`src/rtl/btn_pkg.sv`:
```
// rtl/btn_pkg.sv - shared timing constants for the button conditioner
package btn_pkg;

    localparam int DEBOUNCE_2MS_100MHZ = 200000;
    localparam int REPEAT_DELAY_DEF    = 50000000;
    localparam int REPEAT_PERIOD_DEF   = 10000000;

    // Short values so simulations reach acceptance and repeat in a few cycles
    localparam int DEBOUNCE_SIM        = 4;
    localparam int REPEAT_DELAY_SIM    = 10;
    localparam int REPEAT_PERIOD_SIM   = 3;

endpackage

```
`src/rtl/btn_chan.sv`:
```
// rtl/btn_chan.sv - one channel: 2-flop sync, counter debounce, press/release pulses
// Auto-repeat logic exists only when BTN_AUTOREPEAT_EN is defined.
module btn_chan
    import btn_pkg::*;
#(
    parameter int DEBOUNCE_CYCLES = DEBOUNCE_2MS_100MHZ,
    parameter int CNT_W           = 18,
    parameter int REPEAT_DELAY    = REPEAT_DELAY_DEF,
    parameter int REPEAT_PERIOD   = REPEAT_PERIOD_DEF
) (
    input  logic clk,
    input  logic rst,
    input  logic btn,
    output logic level,
    output logic press_pulse,
    output logic release_pulse,
    output logic press_next
);

    if (DEBOUNCE_CYCLES < 1 || (2 ** CNT_W) <= DEBOUNCE_CYCLES ||
        REPEAT_PERIOD < 1 || REPEAT_PERIOD > REPEAT_DELAY) begin : g_bad_cfg
        $error("btn_chan: invalid timing parameters");
    end

    logic             sync0;
    logic             sync1;
    logic             stable;
    logic [CNT_W-1:0] cnt;
    logic             accept;
    logic             rpt_hit;

    assign accept     = (sync1 != stable) && (cnt == CNT_W'(DEBOUNCE_CYCLES - 1));
    assign press_next = (accept && sync1) || rpt_hit;
    assign level      = stable;

`ifdef BTN_AUTOREPEAT_EN
    logic [31:0] rpt_cnt;

    // A release acceptance wins over a due repeat so press and release never overlap
    assign rpt_hit = stable && !accept && (rpt_cnt == 32'(REPEAT_DELAY - 1));

    always_ff @(posedge clk or posedge rst) begin
        if (rst) begin
            rpt_cnt <= '0;
        end else if (!stable) begin
            rpt_cnt <= '0;
        end else if (rpt_hit) begin
            rpt_cnt <= 32'(REPEAT_DELAY - REPEAT_PERIOD);
        end else begin
            rpt_cnt <= rpt_cnt + 32'd1;
        end
    end
`else
    assign rpt_hit = 1'b0;
`endif

    always_ff @(posedge clk or posedge rst) begin
        if (rst) begin
            sync0         <= 1'b0;
            sync1         <= 1'b0;
            stable        <= 1'b0;
            cnt           <= '0;
            press_pulse   <= 1'b0;
            release_pulse <= 1'b0;
        end else begin
            sync0         <= btn;
            sync1         <= sync0;
            press_pulse   <= press_next;
            release_pulse <= accept && !sync1;
            if (sync1 == stable) begin
                cnt <= '0;
            end else if (accept) begin
                stable <= sync1;
                cnt    <= '0;
            end else begin
                cnt <= cnt + 1'b1;
            end
        end
    end

endmodule

```
`src/rtl/btn_confirm_sync.sv`:
```
// rtl/btn_confirm_sync.sv - CH-channel button conditioner with registered any_press
// Optional auto-repeat on press_pulse is enabled by defining BTN_AUTOREPEAT_EN.
module btn_confirm_sync
    import btn_pkg::*;
#(
    parameter int CH              = 4,
    parameter int DEBOUNCE_CYCLES = DEBOUNCE_2MS_100MHZ,
    parameter int CNT_W           = 18,
    parameter int REPEAT_DELAY    = REPEAT_DELAY_DEF,
    parameter int REPEAT_PERIOD   = REPEAT_PERIOD_DEF
) (
    input  logic          clk,
    input  logic          rst,
    input  logic [CH-1:0] btn_in,
    output logic [CH-1:0] level,
    output logic [CH-1:0] press_pulse,
    output logic [CH-1:0] release_pulse,
    output logic          any_press
);

    logic [CH-1:0] press_next;

    for (genvar i = 0; i < CH; i++) begin : g_chan
        btn_chan #(
            .DEBOUNCE_CYCLES(DEBOUNCE_CYCLES),
            .CNT_W          (CNT_W),
            .REPEAT_DELAY   (REPEAT_DELAY),
            .REPEAT_PERIOD  (REPEAT_PERIOD)
        ) u_chan (
            .clk          (clk),
            .rst          (rst),
            .btn          (btn_in[i]),
            .level        (level[i]),
            .press_pulse  (press_pulse[i]),
            .release_pulse(release_pulse[i]),
            .press_next   (press_next[i])
        );
    end

    // Registered from the pulse D-inputs so it lines up with press_pulse
    always_ff @(posedge clk or posedge rst) begin
        if (rst) begin
            any_press <= 1'b0;
        end else begin
            any_press <= |press_next;
        end
    end

endmodule

```
`config.mk`:
```
export PLATFORM = sky130hd
export DESIGN_NAME = btn_confirm_sync
export DESIGN_NICKNAME = d
export VERILOG_FILES = /design/src/rtl/btn_pkg.sv /design/src/rtl/btn_chan.sv /design/src/rtl/btn_confirm_sync.sv
export SDC_FILE = /design/constraint.sdc
export NUM_CORES = 1
export LEC_CHECK = 0
export BUFFER_PORTS_ARGS = -buffer_cell sky130_fd_sc_hd__buf_2
export CAP_MARGIN = 40
export CORE_MARGIN = 4
export CORE_UTILIZATION = 46
export CTS_BUF_LIST = sky130_fd_sc_hd__clkbuf_8
export CTS_CLUSTER_DIAMETER = 30
export DETAILED_ROUTE_END_ITERATION = 8
export GPL_TIMING_DRIVEN = 0
export SYNTH_ARGS = -nofsm -noshare
export SYNTH_HDL_FRONTEND = slang
export SYNTH_HIERARCHICAL = 1
export SYNTH_SLANG_ARGS = --single-unit
```
`constraint.sdc`:
```
create_clock -name clk -period 2.31 [get_ports clk]
set_input_delay 0.1155 -clock clk [delete_from_list [all_inputs] [get_ports clk]]
set_output_delay 0.1155 -clock clk [all_outputs]
set_load 0.02 [all_outputs]
```
==> impl_results.md, run 1 <==
* Run status: complete, no violations
* Core outline area at 8850 µm²
* Endpoint required time on the critical path at ~2.5 ns
* Die Ht at a little over 100 µm
* Worst Skew at 0.00583 ns
* Clk pin slew, worst setup/hold paths at about 0.080 ns
* Post-layout power at approximately 2.8 mW
* Final critical delay including setup and external delays at 2.20 ns
* Initial antenna violation count at 0
* Multiplexer share of the synthesized area at 0.0142
* Average vias per placed instance at 5.25
* Area of combinational cells with multiple inputs at between 1500 and 2000 µm²
* Adder-cell share of the synthesized area at 0.0118
* Share of the synthesized area in the top cell type at 0.549
* Crit share post-route at 0.954
* Number of endpoints failing setup at the final stage at 0
* Endpoint arrival time on the critical path at 2.44 ns
* Longest Clk Path Bufs at 2
* Sum of negative setup slack at 0 ns
* Dominant combinational cell family by area after synthesis: simple AND/OR/NAND/NOR gates
* Most crowded layer after global routing: met2
* Wire length per cell at 13.6 µm
* Minimum hold slack at 0.194 ns
* Layout area overhead at 13.6%
* Sort of element at the start of the critical path: register
* Fin. Hold Viols at 0
* Finished Layout Cells at around 560
* Vias in the first global route at about 2.8k
* Via count at 2917
* Worst IR drop on VDD at ~260 µV
* Post-synthesis compound-gate area fraction at 0.0295
* GRT met2 Usage at 0.236
* Number of H-tree levels at 3
* Headroom to the max-slew limit at 0.669
* Largest net degree at the start of global routing at 18
* Floorplan die width at around 100 µm
* Number of filler instances in the final layout at ~780
* Type of destination of the critical path: register
* Met3 GRT Util at 0.0403
* Source-to-sink clock delay at the later pin of the worst-skew pair at 0.34 ns
* Placed Area at 4530 µm²
* Path depth of the worst reg2reg path at 4
* Sequential cell area at 2330 µm²
* Effective utilization at floorplan at 0.479
* Fraction of layout cells with a size suffix above 1 at 0.129
* Root buf cell: sky130_fd_sc_hd__clkbuf_8
* Dpl cells at 537
* Overall fraction of global-route tracks in use at 0.149
* TritonCTS clock tree: yes
* Least-Margin Pin Slew at 0.496 ns
* Highest achievable clock rate at 454 MHz
* Max-capacitance violation count at 0
* Crit Path Max Fanout at 6
* Total non-filler cell area in the finished layout at around 4800 µm²
* Drt first-iter violations at 93
* Power per unit of standard cell area at slightly below 600 nW/µm²
* Yosys top cell by area: sky130_fd_sc_hd__dfrtp_1
* RSZ-0062 raised after global routing: false
* Port-buffer cells at 18
* Syn Area/Cell at 10.4 µm²
* Hold Crit Class: primary input to async pin
* Fin worst setup slack at 0.105 ns
* Num Clock Sinks at 93
* Synthesis Warnings at 6
* Sequential cell area fraction in the yosys report at 0.549
* Placed wire-length estimate at 5430 µm
* Number of synthesized register bits at 93
* Final count of pins violating max slew at 0
* Start-to-end type of the worst setup path: register to register
* Endpoint of the worst-slack reg-to-reg timing path: g_chan[2].u_chan/level
* TritonCTS Buffers at 9
* Source of the worst register-to-register timing path: g_chan[2].u_chan/cnt[9]
* # DRC at 0
* Post-synthesis net count at 417
* DRT Pass-1 Iters at 4
* Mapped Cells at about 400
* Simple-gate portion of the synthesized area at 0.244
* Netlist cell types at 23
* Fraction of synthesized cell area in xor and xnor cells at 0.124
* Antenna viol nets, final at 0
* Flop2flop setup slack at around 0.11 ns
* Antenna cells at 0
* Post-synthesis instance area at 4240 µm²
* First-pass GRT wire length at 13500 µm
* GR Layer Usage met1 at 0.207
* Pleak at 2.02 nW
* Post-layout util at 0.544
* Global route overflow at 0
* Number of nets at the end of the flow at 455
* Placer congestion estimate at about 0.77
* Ranking of synthesized cells by area: sky130_fd_sc_hd__dfrtp_1, sky130_fd_sc_hd__xnor2_1, sky130_fd_sc_hd__nor2_1
* I/O pin count at 19
* Die area at 10800 µm²
* Dpl ws at -0.0415 ns
* Cell row count at 34
* Detailed-route wire length at 7540 µm
## timing repair
item	4_1_cts	5_1_grt
hold buffers	5	0
buffers inserted	0	0
endpoints found under the setup margin	39	34
pin swaps	0	0
endpoints found under the hold margin	42	0
resized for setup	5	3
## logic make-up after synthesis
| family | count (synthesis) |
|---|---|
| compound gates | 20 |
| buf+inv | 29 |
| flops | 93 |
| mux | 4 |
| xor+xnor | 60 |
| simple gates | 197 |
| fa+ha+maj | 4 |
## routing by layer
metal  routed length, µm  vias up
met5                   0        -
met4                  57        0
met3                 218        7
met2                3610       33
met1                3650     1407
li1                    -     1470
## synthesized netlist by cell type
cell	n
sky130_fd_sc_hd__nor3_1	8
sky130_fd_sc_hd__nand3_1	8
sky130_fd_sc_hd__or4b_1	4
sky130_fd_sc_hd__dfrtp_1	93
sky130_fd_sc_hd__ha_1	4
sky130_fd_sc_hd__or4_1	5
sky130_fd_sc_hd__or4_4	4
sky130_fd_sc_hd__o21ai_0	8
sky130_fd_sc_hd__inv_1	25
sky130_fd_sc_hd__buf_2	4
sky130_fd_sc_hd__or3_1	8
sky130_fd_sc_hd__nor2_1	80
sky130_fd_sc_hd__mux2_4	4
sky130_fd_sc_hd__xnor2_1	40
sky130_fd_sc_hd__a21oi_1	8
sky130_fd_sc_hd__nand2_1	24
sky130_fd_sc_hd__nand4_1	28
sky130_fd_sc_hd__or3_4	4
sky130_fd_sc_hd__o21bai_2	4
sky130_fd_sc_hd__xor2_1	20
sky130_fd_sc_hd__and4_1	4
sky130_fd_sc_hd__nor4_1	16
sky130_fd_sc_hd__nor4b_1	4
## how the worst max path moves through the flow
stage | startpoint | endpoint | depth (start not counted)
floorplan | g_chan[0].u_chan/cnt[9] | g_chan[0].u_chan/level | 4
CTS | g_chan[1].u_chan/cnt[0] | g_chan[1].u_chan/level | 5
global route | g_chan[3].u_chan/cnt[0] | g_chan[3].u_chan/level | 5
detailed placement | g_chan[0].u_chan/cnt[0] | g_chan[0].u_chan/cnt[14] | 6
global placement | g_chan[1].u_chan/cnt[0] | g_chan[1].u_chan/cnt[10] | 6
finish | g_chan[2].u_chan/cnt[9] | g_chan[2].u_chan/level | 4
## worst max-delay path, cell delays in order, from the launching register on
cell and delay [ns]:
sky130_fd_sc_hd__dfrtp_1 0.46, sky130_fd_sc_hd__or4b_1 0.53, sky130_fd_sc_hd__or4_4 0.44, sky130_fd_sc_hd__or3_4 0.36
sky130_fd_sc_hd__mux2_4 0.30
## area by class of cell
| type | count | area share |
|---|---|---|
| repair buffers | 27 | 0.0442 |
| well taps | 108 | 0.0281 |
| multi-input cells | 285 | 0.383 |
| plain buffers | 4 | 0.00416 |
| clock inverters | 4 | 0.00884 |
| flip-flops and latches | 93 | 0.483 |
| inverters | 25 | 0.0195 |
| clock buffers | 10 | 0.0286 |
## registers in the layout (all words and copies together) (netlist names)
name / count
g_chan.u_chan/cnt: 72
g_chan.u_chan/level: 4
g_chan.u_chan/press_pulse: 4
g_chan.u_chan/release_pulse: 4
g_chan.u_chan/sync0: 4
g_chan.u_chan/sync1: 4
any_press: 1
## placed cells by master (no fill, tap or decap), types with 5 or more instances in the layout
| cell type | instances |
|---|---|
| sky130_fd_sc_hd__dfrtp_1 | 93 |
| sky130_fd_sc_hd__a21oi_1 | 8 |
| sky130_fd_sc_hd__nor2_1 | 80 |
| sky130_fd_sc_hd__nor3_1 | 8 |
| sky130_fd_sc_hd__o21ai_0 | 8 |
| sky130_fd_sc_hd__xor2_1 | 20 |
| sky130_fd_sc_hd__xnor2_1 | 40 |
| sky130_fd_sc_hd__or4_1 | 5 |
| sky130_fd_sc_hd__nand2_1 | 24 |
| sky130_fd_sc_hd__inv_1 | 27 |
| sky130_fd_sc_hd__or3_1 | 8 |
| sky130_fd_sc_hd__clkbuf_8 | 10 |
| sky130_fd_sc_hd__nor4_1 | 16 |
| sky130_fd_sc_hd__buf_2 | 22 |
| sky130_fd_sc_hd__dlygate4sd3_1 | 5 |
| sky130_fd_sc_hd__nand4_1 | 28 |
## power breakdown
group / total (mW) / switching (mW) / internal [mW]
Clock: 1.03 / 0.515 / 0.510
Combinational: 0.122 / 0.0737 / 0.0486
Sequential: 1.68 / 0.0266 / 1.65
Total: 2.82 / 0.616 / 2.21
(Power assumes the default switching activity.)
==> run 2: changes to the inputs <==
CORE_ASPECT_RATIO = 0.7   (was default)
CORE_UTILIZATION = 30   (was 46)
==> impl_results.md, run 2 (synthesis results as in run 1) <==
* # DRC at 0
* Endpoint arrival time on the critical path at about 2.5 ns
* Crit Path Max Fanout at 6
* Count of buffers added by post-CTS timing repair for setup at 0
* Max-capacitance violation count at 0
* Average vias per placed instance at between 4 and 5
* Overall fraction of global-route tracks in use at 0.110
* Comb pwr share at 0.041
* Floorplan die width at 150 µm
* Die area at 16100 µm²
* Total non-filler cell area in the finished layout at 4940 µm²
* First-pass GRT wire length at about 14000 µm
* Wire length per cell at 12.7 µm
* Finished Layout Cells at 639
* Pleak at 2.03 nW
* Most used cells in the layout excluding fill and tap cells: sky130_fd_sc_hd__dfrtp_1, sky130_fd_sc_hd__nor2_1, sky130_fd_sc_hd__xnor2_1, sky130_fd_sc_hd__nand4_1, sky130_fd_sc_hd__inv_1
* Initial antenna violation count at 0
* Worst Skew at 0.00721 ns
* Source-to-sink clock delay at the later pin of the worst-skew pair at 0.36 ns
* Net switching share of the total power at 0.219
* Sort of element at the start of the critical path: register
* Dpl cells at 619
* Fin. Hold Viols at 0
* I/O pin count at 19
* Die Ht at roughly 110 µm
* Number of endpoints failing setup at the final stage at 0
* Register bank with the most flops: g_chan.u_chan/cnt
* Source of the worst register-to-register timing path: g_chan[2].u_chan/cnt[9]
* Vias in the first global route at 2996
* Headroom to the max-slew limit at 0.663
* TritonCTS Buffers at 9
* Sum of negative setup slack at 0 ns
* Most common library cell in the layout ignoring fill and taps: sky130_fd_sc_hd__dfrtp_1
* Run status: complete, no violations
* Clock Power Share at 0.396
* Antenna cells at 0
* Fraction of layout cells with a size suffix above 1 at 0.140
* Global route overflow at 0
* Cell row count at 36
* Power per unit of standard cell area at 602 nW/µm²
* Least-Margin Pin Slew at 0.505 ns
* Num Clock Sinks at 93
* Placer congestion estimate at 0.769
* Endpoint of the worst-slack reg-to-reg timing path: g_chan[2].u_chan/level
* Longest Clk Path Bufs at 2
* Placed Area at ~4600 µm²
* Root buf cell: sky130_fd_sc_hd__clkbuf_8
* Number of nets at the end of the flow at 455
* Effective utilization at floorplan at 0.305
* Endpoint required time on the critical path at 2.56 ns
* Clk pin slew, worst setup/hold paths at 0.09 ns
* Start-to-end type of the worst setup path: register to register
* Flop2flop setup slack at about 0.063 ns
* Number of flip-flops in the largest register at 72
* Layout area overhead at 16.7%
* DRT Pass-1 Iters at 4
* Final critical delay including setup and external delays at around 2.2 ns
* Placed wire-length estimate at a little under 6000 µm
* Power dissipated by switching net loads at 650 µW
* Crit share post-route at 0.973
* Antenna viol nets, final at 0
* Largest net degree at the start of global routing at 15
* Drt first-iter violations at 196
* Final count of pins violating max slew at 0
* Core outline area at 13900 µm²
* Internal at 2.32 mW
* Fin worst setup slack at between 0.06 and 0.07 ns
* Port-buffer cells at 18
* Post-layout util at 0.356
* Worst IR drop on VDD at between 200 and 250 µV
* Dpl ws at -0.0438 ns
* Sequential group share of total power at 0.564
* Path depth of the worst reg2reg path at 4
* Number of H-tree levels at 3
* TritonCTS clock tree: yes
* RSZ-0062 raised after global routing: false
* Highest achievable clock rate at 445 MHz
* Via count at 2992
* Minimum hold slack at 0.194 ns
* Post-layout power at 2.97 mW
* Number of filler instances in the final layout at ~1.4k
* Type of destination of the critical path: register
* Hold Crit Class: primary input to async pin
* Detailed-route wire length at between 8000 and 9000 µm
## run 2: cell type report
| type | instances | area, µm² | area share |
|---|---|---|---|
| Timing Repair Buffer | 27 | 200 | 0.0405 |
| Clock inverter | 5 | 75.1 | 0.0152 |
| Clock buffer | 10 | 138 | 0.0279 |
| Tap cell | 190 | 238 | 0.0481 |
| Sequential cell | 93 | 2330 | 0.471 |
| Multi-Input combinational cell | 285 | 1850 | 0.374 |
| Inverter | 25 | 93.8 | 0.0190 |
| Buffer | 4 | 20.0 | 0.00405 |
## run 2: worst max path at each step
stage / slack [ns] / to / depth (start not counted) / start
after global routing: 0.01 / g_chan[3].u_chan/level / 5 / g_chan[3].u_chan/cnt[0]
after detailed placement: -0.04 / any_press / 6 / g_chan[3].u_chan/cnt[0]
after CTS: 0.02 / g_chan[0].u_chan/level / 5 / g_chan[0].u_chan/cnt[0]
final: 0.06 / g_chan[2].u_chan/level / 4 / g_chan[2].u_chan/cnt[9]
after floorplan: 0.20 / g_chan[0].u_chan/level / 4 / g_chan[0].u_chan/cnt[9]
after global placement: 0.002 / any_press / 6 / g_chan[3].u_chan/cnt[0]
## run 2: power groups by stage
stage / Sequential [mW] / Combinational [mW] / Clock [mW]
floorplan: 1.70 / 0.0741 / 0
CTS: 1.68 / 0.123 / 1.22
global route: 1.68 / 0.142 / 1.29
detailed placement: 1.71 / 0.114 / 0
global placement: 1.71 / 0.0995 / 0
finish: 1.68 / 0.121 / 1.18
## run 2: timing repair
item                                    CTS  global route
endpoints found under the hold margin    44             0
pin swaps                                 0             0
resized for setup                         5             5
endpoints found under the setup margin   30            32
hold buffers                              5             0
## run 2: critical path, stage by stage, from the launching register on
cell	delay [ns]
sky130_fd_sc_hd__dfrtp_1	0.47
sky130_fd_sc_hd__or4b_1	0.54
sky130_fd_sc_hd__or4_4	0.45
sky130_fd_sc_hd__or3_4	0.37
sky130_fd_sc_hd__mux2_4	0.31
## run 2: per-layer routing
layer	GRT usage	share of wire
met3	0.0303	0.031
met5	0	0
met1	0.152	0.50
met4	0.0352	0.013
met2	0.168	0.45
==> run 3: changes to the inputs <==
ABC_AREA = 1   (was default)
==> impl_results.md, run 3 <==
* Number of filler instances in the final layout at around 1.6k
* Netlist cell types at 21
* Final critical delay including setup and external delays at ~1.5 ns
* Via count at 3473
* Overall fraction of global-route tracks in use at 0.112
* Least-Margin Pin Slew at 0.475 ns
* Root buf cell: sky130_fd_sc_hd__clkbuf_8
* Flop2flop setup slack at approximately 0.76 ns
* Finished Layout Cells at 816
* Hold Crit Class: primary input to async pin
* Most common library cells after synthesis: sky130_fd_sc_hd__nor2_1, sky130_fd_sc_hd__dfrtp_1, sky130_fd_sc_hd__nand2_1
* Pleak at around 2.6 nW
* Number of endpoints failing setup at the final stage at 0
* Worst Skew at 0.0104 ns
* Minimum hold slack at 0.170 ns
* Floorplan die width at 159 µm
* Initial antenna violation count at 0
* Syn Area/Cell at 8.41 µm²
* Die area at 18200 µm²
* Crit share post-route at 0.670
* Startpoint of the worst setup timing path: g_chan[1].u_chan/cnt[1]
* Post-synthesis instance area at 4820 µm²
* Placed wire-length estimate at 7030 µm
* Slowest stage delay, CP at 0.39 ns
* Power per unit of standard cell area at between 500 and 600 nW/µm²
* Synthesis Warnings at 6
* Wire length per cell at ~11 µm
* Register bank with the most flops: g_chan.u_chan/cnt
* TritonCTS Buffers at 9
* Type of destination of the critical path: register
* Number of synthesized flops with an enable pin at 0
* Die Ht at 114 µm
* Sum of negative setup slack at 0 ns
* Crit Path Max Fanout at 10
* Number of gates given a new drive strength after cts at 0
* Post-synthesis net count at 583
* Detailed-route wire length at ~9300 µm
* Global route overflow at 0
* Endpoint arrival time on the critical path at about 1.9 ns
* Core outline area at 15600 µm²
* Sequential cell area at between 2000 and 2500 µm²
* Fraction of synthesis flops using an asynchronous set or reset pin at 1.00
* Primary FF master, synth: sky130_fd_sc_hd__dfrtp_1
* Max-capacitance violation count at 0
* Endpoint required time on the critical path at 2.62 ns
* Yosys top cell by area: sky130_fd_sc_hd__dfrtp_1
* Fin. Hold Viols at 0
* Share of the synthesized area in the top cell type at 0.483
* Run status: complete, no violations
* Critical path cell sequence: ha_1 > nand3_2 > nor2_4 > nand3_2 > buf_6 > nor2_1 > nor2_1 > nand2_1
* Post-layout util at 0.353
* Top-count cell post-synth: sky130_fd_sc_hd__nor2_1
* Number of flip-flops in the largest register at 72
* Antenna cells at 0
* DRT Pass-1 Iters at 4
* Num Clock Sinks at 93
* Number of synthesized register bits at 93
* Fraction of layout cells with a size suffix above 1 at 0.205
* Sequential cell area fraction in the yosys report at 0.483
* Number of H-tree levels at 3
* # DRC at 0
* Headroom to the max-slew limit at 0.683
* Port-buffer cells at 18
* Clk pin slew, worst setup/hold paths at about 0.1 ns
* Slowest cell on crit path: sky130_fd_sc_hd__dfrtp_1
* Source of the worst register-to-register timing path: g_chan[1].u_chan/cnt[1]
* Area of combinational cells with multiple inputs at roughly 2200 µm²
* TritonCTS clock tree: yes
* I/O pin count at 19
* Worst IR drop on VDD at about 270 µV
* Dpl cells at 795
* Most common library cell in the layout ignoring fill and taps: sky130_fd_sc_hd__nor2_1
* Layout area overhead at 14.7%
* Number of nets at the end of the flow at between 600 and 700
* Most used cells in the layout excluding fill and tap cells: sky130_fd_sc_hd__nor2_1, sky130_fd_sc_hd__nand2_1, sky130_fd_sc_hd__dfrtp_1, sky130_fd_sc_hd__inv_1, sky130_fd_sc_hd__nand3_1
* Effective utilization at floorplan at 0.308
* Ranking of synthesized cells by area: sky130_fd_sc_hd__dfrtp_1, sky130_fd_sc_hd__nor2_1, sky130_fd_sc_hd__nand2_1
* Mapped Cells at between 500 and 600
* Final count of pins violating max slew at 0
* Largest net degree at the start of global routing at 19
* Antenna viol nets, final at 0
* Placer congestion estimate at 0.822
* Longest Clk Path Bufs at 2
* Drt first-iter violations at between 100 and 150
* Highest achievable clock rate at 646 MHz
* Start-to-end type of the worst setup path: register to register
* Cell row count at 38
* First-pass GRT wire length at 16600 µm
* Vias in the first global route at 3382
* Average vias per placed instance at 4.26
* Source-to-sink clock delay at the later pin of the worst-skew pair at 0.37 ns
* RSZ-0062 raised after global routing: false
* Sort of element at the start of the critical path: register
[run 3: logic make-up (layout without fill, tap and decap cells)]
logic type / count (synthesis) / in the layout / share of synthesized area
XOR/XNOR: 44 / 44 / 0.0800
buffers and inverters: 81 / 124 / 0.0693
AO/OA/AOI/OAI: 20 / 20 / 0.0228
adder cells (fa/ha/maj): 4 / 4 / 0.0104
AND/OR/NAND/NOR: 331 / 331 / 0.335
flip-flops: 93 / 93 / 0.483
[run 3: final timing paths]
| check | end | cells past startpoint |
|---|---|---|
| setup / recovery | any_press | 8 |
| hold / removal | any_press | 3 |
| setup reg to reg | any_press | 8 |
| hold reg to reg | g_chan[1].u_chan/sync1 | 0 |
| max in group asynchronous | g_chan[3].u_chan/cnt[5] | 4 |
| min in group clk | g_chan[1].u_chan/sync1 | 0 |
[run 3: repair_timing]
item	in CTS	in global routing
hold buffers	5	0
hold endpoints to repair	53	0
setup buffers	0	0
[run 3: stage by stage]
| step | setup WS (ns) | total power [mW] | area, µm² |
|---|---|---|---|
| floorplan | 1.03 | 1.79 | 4820 |
| global placement | 0.766 | 1.83 | 5160 |
| detailed placement | 0.746 | 1.85 | 5260 |
| CTS | 0.722 | 3.09 | 5530 |
| global route | 0.593 | 3.17 | 5530 |
| finish | 0.763 | 3.03 | 5530 |
[run 3: area by class of cell]
cell class | count | area share
flip-flops and latches | 93 | 0.421
well taps | 200 | 0.0453
plain buffers | 4 | 0.00815
repair buffers | 27 | 0.0430
inverters | 77 | 0.0523
multi-input cells | 399 | 0.390
clock buffers | 9 | 0.0224
clock inverters | 7 | 0.0177
[run 3: where the power goes]
group,switching [mW],total (mW),internal [mW]
Clock,0.602,1.22,0.613
Sequential,0.0233,1.67,1.65
Combinational,0.0915,0.145,0.0531
Total,0.717,3.03,2.32
[run 3: metal layers]
metal,global-route usage,share of wire
met3,0.0267,0.022
met5,0,0
met2,0.158,0.40
met4,0.0364,0.012
met1,0.168,0.56
[run 3: critical path: cells and delay by family, from the launching register on]
family,cells,cell delay [ns]
adders and majority gates,1,0.22
buffers and inverters,1,0.15
DFF,1,0.39
and+or+nand+nor,6,0.74
